$ cat config.mk
export PLATFORM = sky130hd
export DESIGN_NAME = ov7670_cfg_sequencer
export DESIGN_NICKNAME = d
export VERILOG_FILES = /design/src/rtl/ov7670_cfg_sequencer.sv
export SDC_FILE = /design/constraint.sdc
export NUM_CORES = 1
export LEC_CHECK = 0
export ABC_AREA = 1
export BUFFER_PORTS_ARGS = -buffer_cell sky130_fd_sc_hd__buf_2
export CORE_ASPECT_RATIO = 1.5
export CORE_UTILIZATION = 50
export CTS_CLUSTER_DIAMETER = 50
export DETAILED_ROUTE_END_ITERATION = 10
export PLACE_DENSITY = 0.69
export SETUP_SLACK_MARGIN = 0.2
export SLEW_MARGIN = 20
export SYNTH_ARGS = -nofsm -noshare
export SYNTH_HDL_FRONTEND = slang
export SYNTH_SLANG_ARGS = --single-unit
$ cat constraint.sdc
create_clock -name clk -period 4 [get_ports clk]
set_input_delay 0.2 -clock clk [delete_from_list [all_inputs] [get_ports clk]]
set_output_delay 0.2 -clock clk [all_outputs]
set_load 0.05 [all_outputs]
$ cat src/rtl/ov7670_cfg_sequencer.sv
// ov7670_cfg_sequencer: walks a per-profile register table in a synchronous ROM,
// issuing SCCB writes with retry, local delays, end markers and deferred abort.
module ov7670_cfg_sequencer #(
  parameter int NUM_PROFILES = 4,
  parameter int TABLE_DEPTH = 256,
  parameter int DELAY_UNIT_CYCLES = 27000,
  parameter int RETRY_MAX = 3,
  parameter logic [7:0] DELAY_REG = 8'hFF,
  parameter logic [15:0] END_MARKER = 16'hFFFF,
  localparam int PROF_W = (NUM_PROFILES > 1) ? $clog2(NUM_PROFILES) : 1,
  localparam int IDX_W = $clog2(TABLE_DEPTH)
) (
  input  logic                    clk,
  input  logic                    reset_n,
  input  logic                    start_i,
  input  logic [PROF_W-1:0]       profile_i,
  input  logic                    abort_i,
  output logic [PROF_W+IDX_W-1:0] rom_addr_o,
  input  logic [15:0]             rom_data_i,
  output logic                    sccb_valid_o,
  input  logic                    sccb_ready_i,
  output logic [7:0]              sccb_reg_o,
  output logic [7:0]              sccb_data_o,
  input  logic                    sccb_done_i,
  input  logic                    sccb_err_i,
  output logic                    busy_o,
  output logic                    done_o,
  output logic                    error_o,
  output logic [IDX_W:0]          write_count_o
);
  localparam int CNT_W = $clog2(255 * DELAY_UNIT_CYCLES + 1);
  localparam int RTY_W = (RETRY_MAX > 0) ? $clog2(RETRY_MAX + 1) : 1;
  localparam logic [2:0] S_IDLE = 3'd0, S_FETCH = 3'd1, S_DECODE = 3'd2, S_WRITE = 3'd3,
                         S_WAIT_ACK = 3'd4, S_DELAY = 3'd5, S_DONE = 3'd6, S_ERROR = 3'd7;
  logic [2:0]        state_q, state_d, adv_state;
  logic [PROF_W-1:0] profile_q, profile_d;
  logic [IDX_W-1:0]  index_q, index_d, adv_idx;
  logic [RTY_W-1:0]  retry_q, retry_d;
  logic [CNT_W-1:0]  cnt_q, cnt_d;
  logic [7:0]        reg_q, reg_d, data_q, data_d;
  logic [IDX_W:0]    wcnt_q, wcnt_d;
  logic              error_q, error_d, abort_q, abort_d, ab;
  assign rom_addr_o    = {profile_q, index_q};
  assign sccb_valid_o  = (state_q == S_WRITE) && !abort_i;
  assign sccb_reg_o    = reg_q;
  assign sccb_data_o   = data_q;
  assign busy_o        = state_q != S_IDLE;
  assign done_o        = state_q == S_DONE;
  assign error_o       = error_q;
  assign write_count_o = wcnt_q;
  assign ab            = abort_i | abort_q;
  always_comb begin
    state_d   = state_q;
    profile_d = profile_q;
    index_d   = index_q;
    retry_d   = retry_q;
    cnt_d     = cnt_q;
    reg_d     = reg_q;
    data_d    = data_q;
    wcnt_d    = wcnt_q;
    error_d   = error_q;
    abort_d   = 1'b0;
    adv_state = (index_q == IDX_W'(TABLE_DEPTH - 1)) ? S_DONE : S_FETCH;
    adv_idx   = (index_q == IDX_W'(TABLE_DEPTH - 1)) ? index_q : index_q + 1'b1;
    case (state_q)
      S_IDLE:
        if (start_i && !abort_i) begin
          profile_d = profile_i;
          index_d   = '0;
          retry_d   = '0;
          wcnt_d    = '0;
          error_d   = 1'b0;
          state_d   = S_FETCH;
        end
      S_FETCH: state_d = abort_i ? S_IDLE : S_DECODE;
      S_DECODE:
        if (abort_i) state_d = S_IDLE;
        else if (rom_data_i == END_MARKER) state_d = S_DONE;
        else if (rom_data_i[15:8] == DELAY_REG && rom_data_i[7:0] != 8'd0) begin
          cnt_d   = CNT_W'(rom_data_i[7:0]) * CNT_W'(DELAY_UNIT_CYCLES) - 1'b1;
          state_d = S_DELAY;
        end else if (rom_data_i[15:8] == DELAY_REG) begin
          state_d = adv_state;
          index_d = adv_idx;
        end else begin
          reg_d   = rom_data_i[15:8];
          data_d  = rom_data_i[7:0];
          state_d = S_WRITE;
        end
      S_WRITE: state_d = abort_i ? S_IDLE : sccb_ready_i ? S_WAIT_ACK : S_WRITE;
      S_WAIT_ACK: begin
        // abort is remembered here and honoured only once the transaction completes
        abort_d = ab;
        if (sccb_done_i) begin
          abort_d = 1'b0;
          if (!sccb_err_i) begin
            wcnt_d  = wcnt_q + 1'b1;
            retry_d = '0;
            state_d = ab ? S_IDLE : adv_state;
            index_d = ab ? index_q : adv_idx;
          end else if (ab) state_d = S_IDLE;
          else if (retry_q < RTY_W'(RETRY_MAX)) begin
            retry_d = retry_q + 1'b1;
            state_d = S_WRITE;
          end else begin
            error_d = 1'b1;
            state_d = S_ERROR;
          end
        end
      end
      S_DELAY:
        if (abort_i) state_d = S_IDLE;
        else if (cnt_q == '0) begin
          state_d = adv_state;
          index_d = adv_idx;
        end else cnt_d = cnt_q - 1'b1;
      default: state_d = S_IDLE;
    endcase
  end
  always_ff @(posedge clk or negedge reset_n)
    if (!reset_n) begin
      state_q   <= S_IDLE;
      profile_q <= '0;
      index_q   <= '0;
      retry_q   <= '0;
      cnt_q     <= '0;
      reg_q     <= '0;
      data_q    <= '0;
      wcnt_q    <= '0;
      error_q   <= 1'b0;
      abort_q   <= 1'b0;
    end else begin
      state_q   <= state_d;
      profile_q <= profile_d;
      index_q   <= index_d;
      retry_q   <= retry_d;
      cnt_q     <= cnt_d;
      reg_q     <= reg_d;
      data_q    <= data_d;
      wcnt_q    <= wcnt_d;
      error_q   <= error_d;
      abort_q   <= abort_d;
    end
endmodule

# Yosys cells after proc, flatten, opt, wreduce, memory -nomap -nowiden
# Cells that the tools add are included.
word_totals:
  reg_bits: 65
  in_bits: 25
classes:
  reduce_logical: 19
  bitwise: 5
  mux: 53
  eq_ne: 26
  n_addsub: 5
  mul: 1
  n_lt_le_gt_ge: 1
ops:
  columns: ["cell", "count"]
  rows:
  - ["2-to-1 mux 23 bit", 5]
  - ["2-to-1 mux 8 bit", 11]
  - ["case mux 23 bit (2 select lines)", 1]
  - ["subtractor 23 x 1 -> 23 bit, second input constant", 2]
  - ["2-to-1 mux 3 bit", 15]
  - ["case mux 8 bit (4 select lines)", 1]
  - ["!= test 2 bit, second input constant", 14]
  - ["2-to-1 mux 9 bit", 3]
  - ["zero test 23 bit", 1]
  - ["multiplier 8 x 12 -> 20 bit, second input constant", 1]
  - ["case mux 3 bit (6 select lines)", 1]
  - ["case mux 9 bit (2 select lines)", 1]
  - ["== test 16 bit, second input constant", 1]
  - ["== test 8 bit, second input constant", 2]
  - ["2-to-1 mux 2 bit", 6]
  - ["AND reduction 6 bit", 2]
  - ["AND reduction 11 bit", 1]
  - ["AND reduction 5 bit", 2]
  - ["adder 9 x 1 -> 9 bit, second input constant", 1]
  - ["== test 3 bit, second input constant", 3]
  - ["!= test 3 bit, second input constant", 3]
  - ["adder 8 x 1 -> 8 bit, second input constant", 1]
  - ["nonzero test 8 bit", 1]
  - ["2-to-1 mux 1 bit", 7]
  - ["other kinds (17)", 24]

# Longest topological paths before layout
depth:
  depth_word: 7
  depth_mapped: 23

# Worst setup path after synthesis
# No wires, ideal clock.
synth_timing:
  path_kind: "input to register"
  startpoint: "input port rom_data_i[5]"
  endpoint: "register cnt_q[19]"
  stages: 21
  slack_ns: 0.103
  required_time_ns: 3.879
  n_path_buf: 0
  arrival_time_ns: 3.777
  path_cell_list: "fa_1 inv_1 fa_1 fa_1 fa_1 inv_1 ha_1 nand2_1 inv_1 nand3_1 nand2_1 nand2_1 nand2_1 nor2_2 nand4_1 nor2_1 nand2_1 nand2_1 nand2_1 nand2_1 o21ai_1"
synth_via:
  elab_chain_cells: 6
  word_cells_on_any_way: 12
synth_rtl:
  columns: ["item", "line_no", "source"]
  rows:
  - ["start, declared", "19", "input logic [15:0] rom_data_i,"]
  - ["multiplier 8 x 12 -> 20 bit", "80", "cnt_d = CNT_W'(rom_data_i[7:0]) * CNT_W'(DELAY_UNIT_CYCLES) - 1'b1;"]
  - ["subtractor 23 x 1 -> 23 bit", "80", null]
  - ["2-to-1 mux 23 bit", "79", "else if (rom_data_i[15:8] == DELAY_REG && rom_data_i[7:0] != 8'd0) begin"]
  - ["2-to-1 mux 23 bit", "78", "else if (rom_data_i == END_MARKER) state_d = S_DONE;"]
  - ["2-to-1 mux 23 bit", "77", "if (abort_i) state_d = S_IDLE;"]
  - ["case mux 23 bit (2 select lines)", "65", "case (state_q)"]
  - ["end signal, assigned", "137", "cnt_q <= cnt_d;"]
  - ["end, declared", "39", "logic [CNT_W-1:0] cnt_q, cnt_d;"]
# Parallel ways exist; a longest one is shown, timed or not. The select of a mux whose other input is x is not followed.
# A chain may end at the register's enable or synchronous reset.

# Worst setup path after layout
layout_timing:
  startpoint: "input port rom_data_i[5]"
  endpoint: "register cnt_q[22]"
# Same word-level chain as after synthesis.

==> out/metrics.yaml <==
synth.largest_area_cell: "dfrtp_1"
maxSlewViolCount: 0
finalHoldViolations: 0
cp.required_ps: 4260
synthDistinctLibCells: 45
clockBufferDepth: 2
io_pins: 64
clock.fmax_mhz: 266
tightestPinTransition_ps: 748
die_y_um: 140
critPathKind: "input pin to flip-flop"
grt_pass1_vias: 6160
port_buffers: 63
combPwrFrac: 0.659
first_iter_violations: 261
first_pass_iters: 6
vias: 6220
pwr-share-clk: 0.160
final_nets: 1134
synthFlopType: "dfrtp_1"
routed_wl_um: 16000
grt_pass1_wl_um: 26900
die-width_um: 94.1
cts_tree: "built"
maxCapViolCount: 0
run_status: "finished clean"
cts.clk_slew.worst_paths_ps: 60
synth_xor_area_frac: 0.0220
yosys.area_share.simple: 0.291
synth_edf_count: 0
setup_viol: 0
startpoint: "rom_data_i[5]"
cp_data_arrival_time_ps: 4030
die_area_mm2: 0.0132
async_flop_share: 1.00
cp-start-kind: "input pin"
grtUsageTotal: 0.258
min_from: "profile_i[0]"
ys_seq_area_frac: 0.256
dr_wl_met2_um: 8810
synthesis.nets: 1016
synth_compound_area_frac: 0.107
clock-skew-final_ps: 5.65
clkLatencyLatePin_ps: 340
gr-total-overflow: 0
cts_htree_levels: 3
gp_congestion: 0.927
yosysMostFrequentCell: "nand2_1"
routedWlPerCell_um: 13.5
p_sw_frac: 0.491
min_path_type: "input pin to flip-flop"
start_util: 0.511
muxShareOfSynthArea: 0.0142
p_leak_nw: 4.19
finalCritPeriodShare: 0.941
viasPerCell: 5.24
drive_gt1_frac: 0.228
vdd_drop_max_uv: 369
endpoint_kind: "flip-flop"
wl_met1_um: 6180
grt_max_degree: 37
slew_headroom: 0.500
yosysWarnings: 0
root_buffer: "clkbuf_16"
p_int_w: 0.00291
synth-seq-cells: 65
power_density_mw_per_mm2: 723
p_sw_w: 0.00281
clock_sink_count: 65
drc: 0
utilization: 0.635
fin_crit_ps: 3770
core_mm2: 0.0124
dr.max_layer_used: "met4"
dp_hpwl_um: 12700
synth_top_family_by_area: "simple AND/OR/NAND/NOR gates"
netlist_top_cells_count: "205 x nand2_1, 174 x inv_1, 82 x nor2_1"
final_cells: 1186
n_antenna_cell: 0
netlist.area_leader.share: 0.256
rows: 50
rsz0062_at_grt: "yes"
syn_area_mm2: 0.00637
synthAdderAreaFrac: 0.195
synthTopCellsByArea: "dfrtp_1 26%, nand2_1 12%, ha_1 12%"
cts-buffers-inserted: 9
antenna_found_initial: 0
dp.cells: 1165
syn2layout_area_growth_pct: 24.3
drtAntennaViolNets: 0
seq_power_share: 0.181
syn_area_per_cell_um2: 7.02
wl_met3_um: 500
cp_max_fo: 5
synthCells: 907
reg2reg_from: "state_q[2]"
==> flip-flops by register name, summed over array words and instances, names as in the netlist <==
name,count
cnt_q,23
write_count_o,9
index_q,8
sccb_data_o,8
sccb_reg_o,8
state_q,3
profile_q,2
retry_q,2
abort_q,1
error_o,1
==> cell families (layout without fill, tap and decap cells) <==
family / after synthesis / after routing
simple gates: 419 / 419
mux: 8 / 8
compound gates: 124 / 124
flops: 65 / 65
fa+ha+maj: 84 / 84
buf+inv: 191 / 314
xor+xnor: 16 / 16
==> power groups by stage <==
stage | combinational (W) | sequential, W | clock, W
after floorplan | 0.00194 | 0.00136 | 0
after global placement | 0.00320 | 0.00104 | 0
after detailed placement | 0.00322 | 0.00104 | 0
after CTS | 0.00332 | 0.00103 | 0.000926
after global routing | 0.00418 | 0.00107 | 0.000954
final | 0.00377 | 0.00104 | 0.000914
==> worst paths after layout <==
kind	to	slack, ps	cells after the start
hold reg to reg	profile_q[1]	470	2
max in group asynchronous	cnt_q[22]	2630	3
min in group asynchronous	write_count_o[5]	430	2
setup reg to reg	cnt_q[7]	1240	10
hold / removal	profile_q[0]	70	3
setup / recovery	cnt_q[22]	230	20
==> cell type report <==
| cell class | instances | area (um^2) |
|---|---|---|
| fillers | 1153 | 4540 |
| multi-input cells | 651 | 4320 |
| flip-flops and latches | 65 | 1630 |
| repair buffers | 118 | 747 |
| inverters | 180 | 681 |
| clock buffers | 9 | 225 |
| well taps | 156 | 195 |
| clock inverters | 7 | 119 |
==> metrics by stage <==
step	cell area [um^2]	setup WS, ps	power, W	TNS, ps	hold WS, ps
after floorplan	6380	205	0.00330	0	-95.6
after global placement	7210	-139	0.00424	-781	281
after detailed placement	7210	-195	0.00427	-1360	288
after CTS	7610	204	0.00528	0	66.5
after global routing	7910	18.0	0.00620	0	81.4
final	7910	235	0.00572	0	66.4
==> layout by cell type (no fill, tap or decap), drive strengths merged, types with 14 or more instances in the layout <==
| cell | netlist | layout |
|---|---|---|
| nand4 | 14 | 14 |
| nand3 | 73 | 73 |
| a21oi | 45 | 45 |
| nor2 | 92 | 92 |
| nand2 | 211 | 211 |
| nor3 | 18 | 18 |
| o21ai | 53 | 53 |
| ha | 59 | 59 |
| fa | 25 | 25 |
| buf | 7 | 117 |
| inv | 180 | 180 |
| dfrtp | 65 | 65 |
==> timing repair <==
action,CTS,global route
pin swaps,15,32
hold endpoints to repair,29,0
setup buffers,1,3
hold buffers,1,0
setup endpoints to repair,4,10
resized for setup,14,70
==> worst max-delay path: stages <==
cell     delay [ps]
buf_6           100
fa_1            540
inv_2            50
fa_1            490
fa_1            450
fa_1            560
inv_2            50
ha_4            320
nand2_4          80
inv_2            70
nand3_2         100
nand3_2          90
nand2_2          70
nor2_2          140
nand4_2         200
nor2_4          160
nand2_1          60
nand2_1          60
nand3_1          80
a21oi_1         140
==> per-layer routing <==
layer | vias up | GRT usage
li1 | 3146 | -
met1 | 2905 | 0.266
met2 | 131 | 0.500
met3 | 38 | 0.0353
met4 | 0 | 0.113
met5 | - | 0
Note: power is estimated with default switching activity, not from simulation.
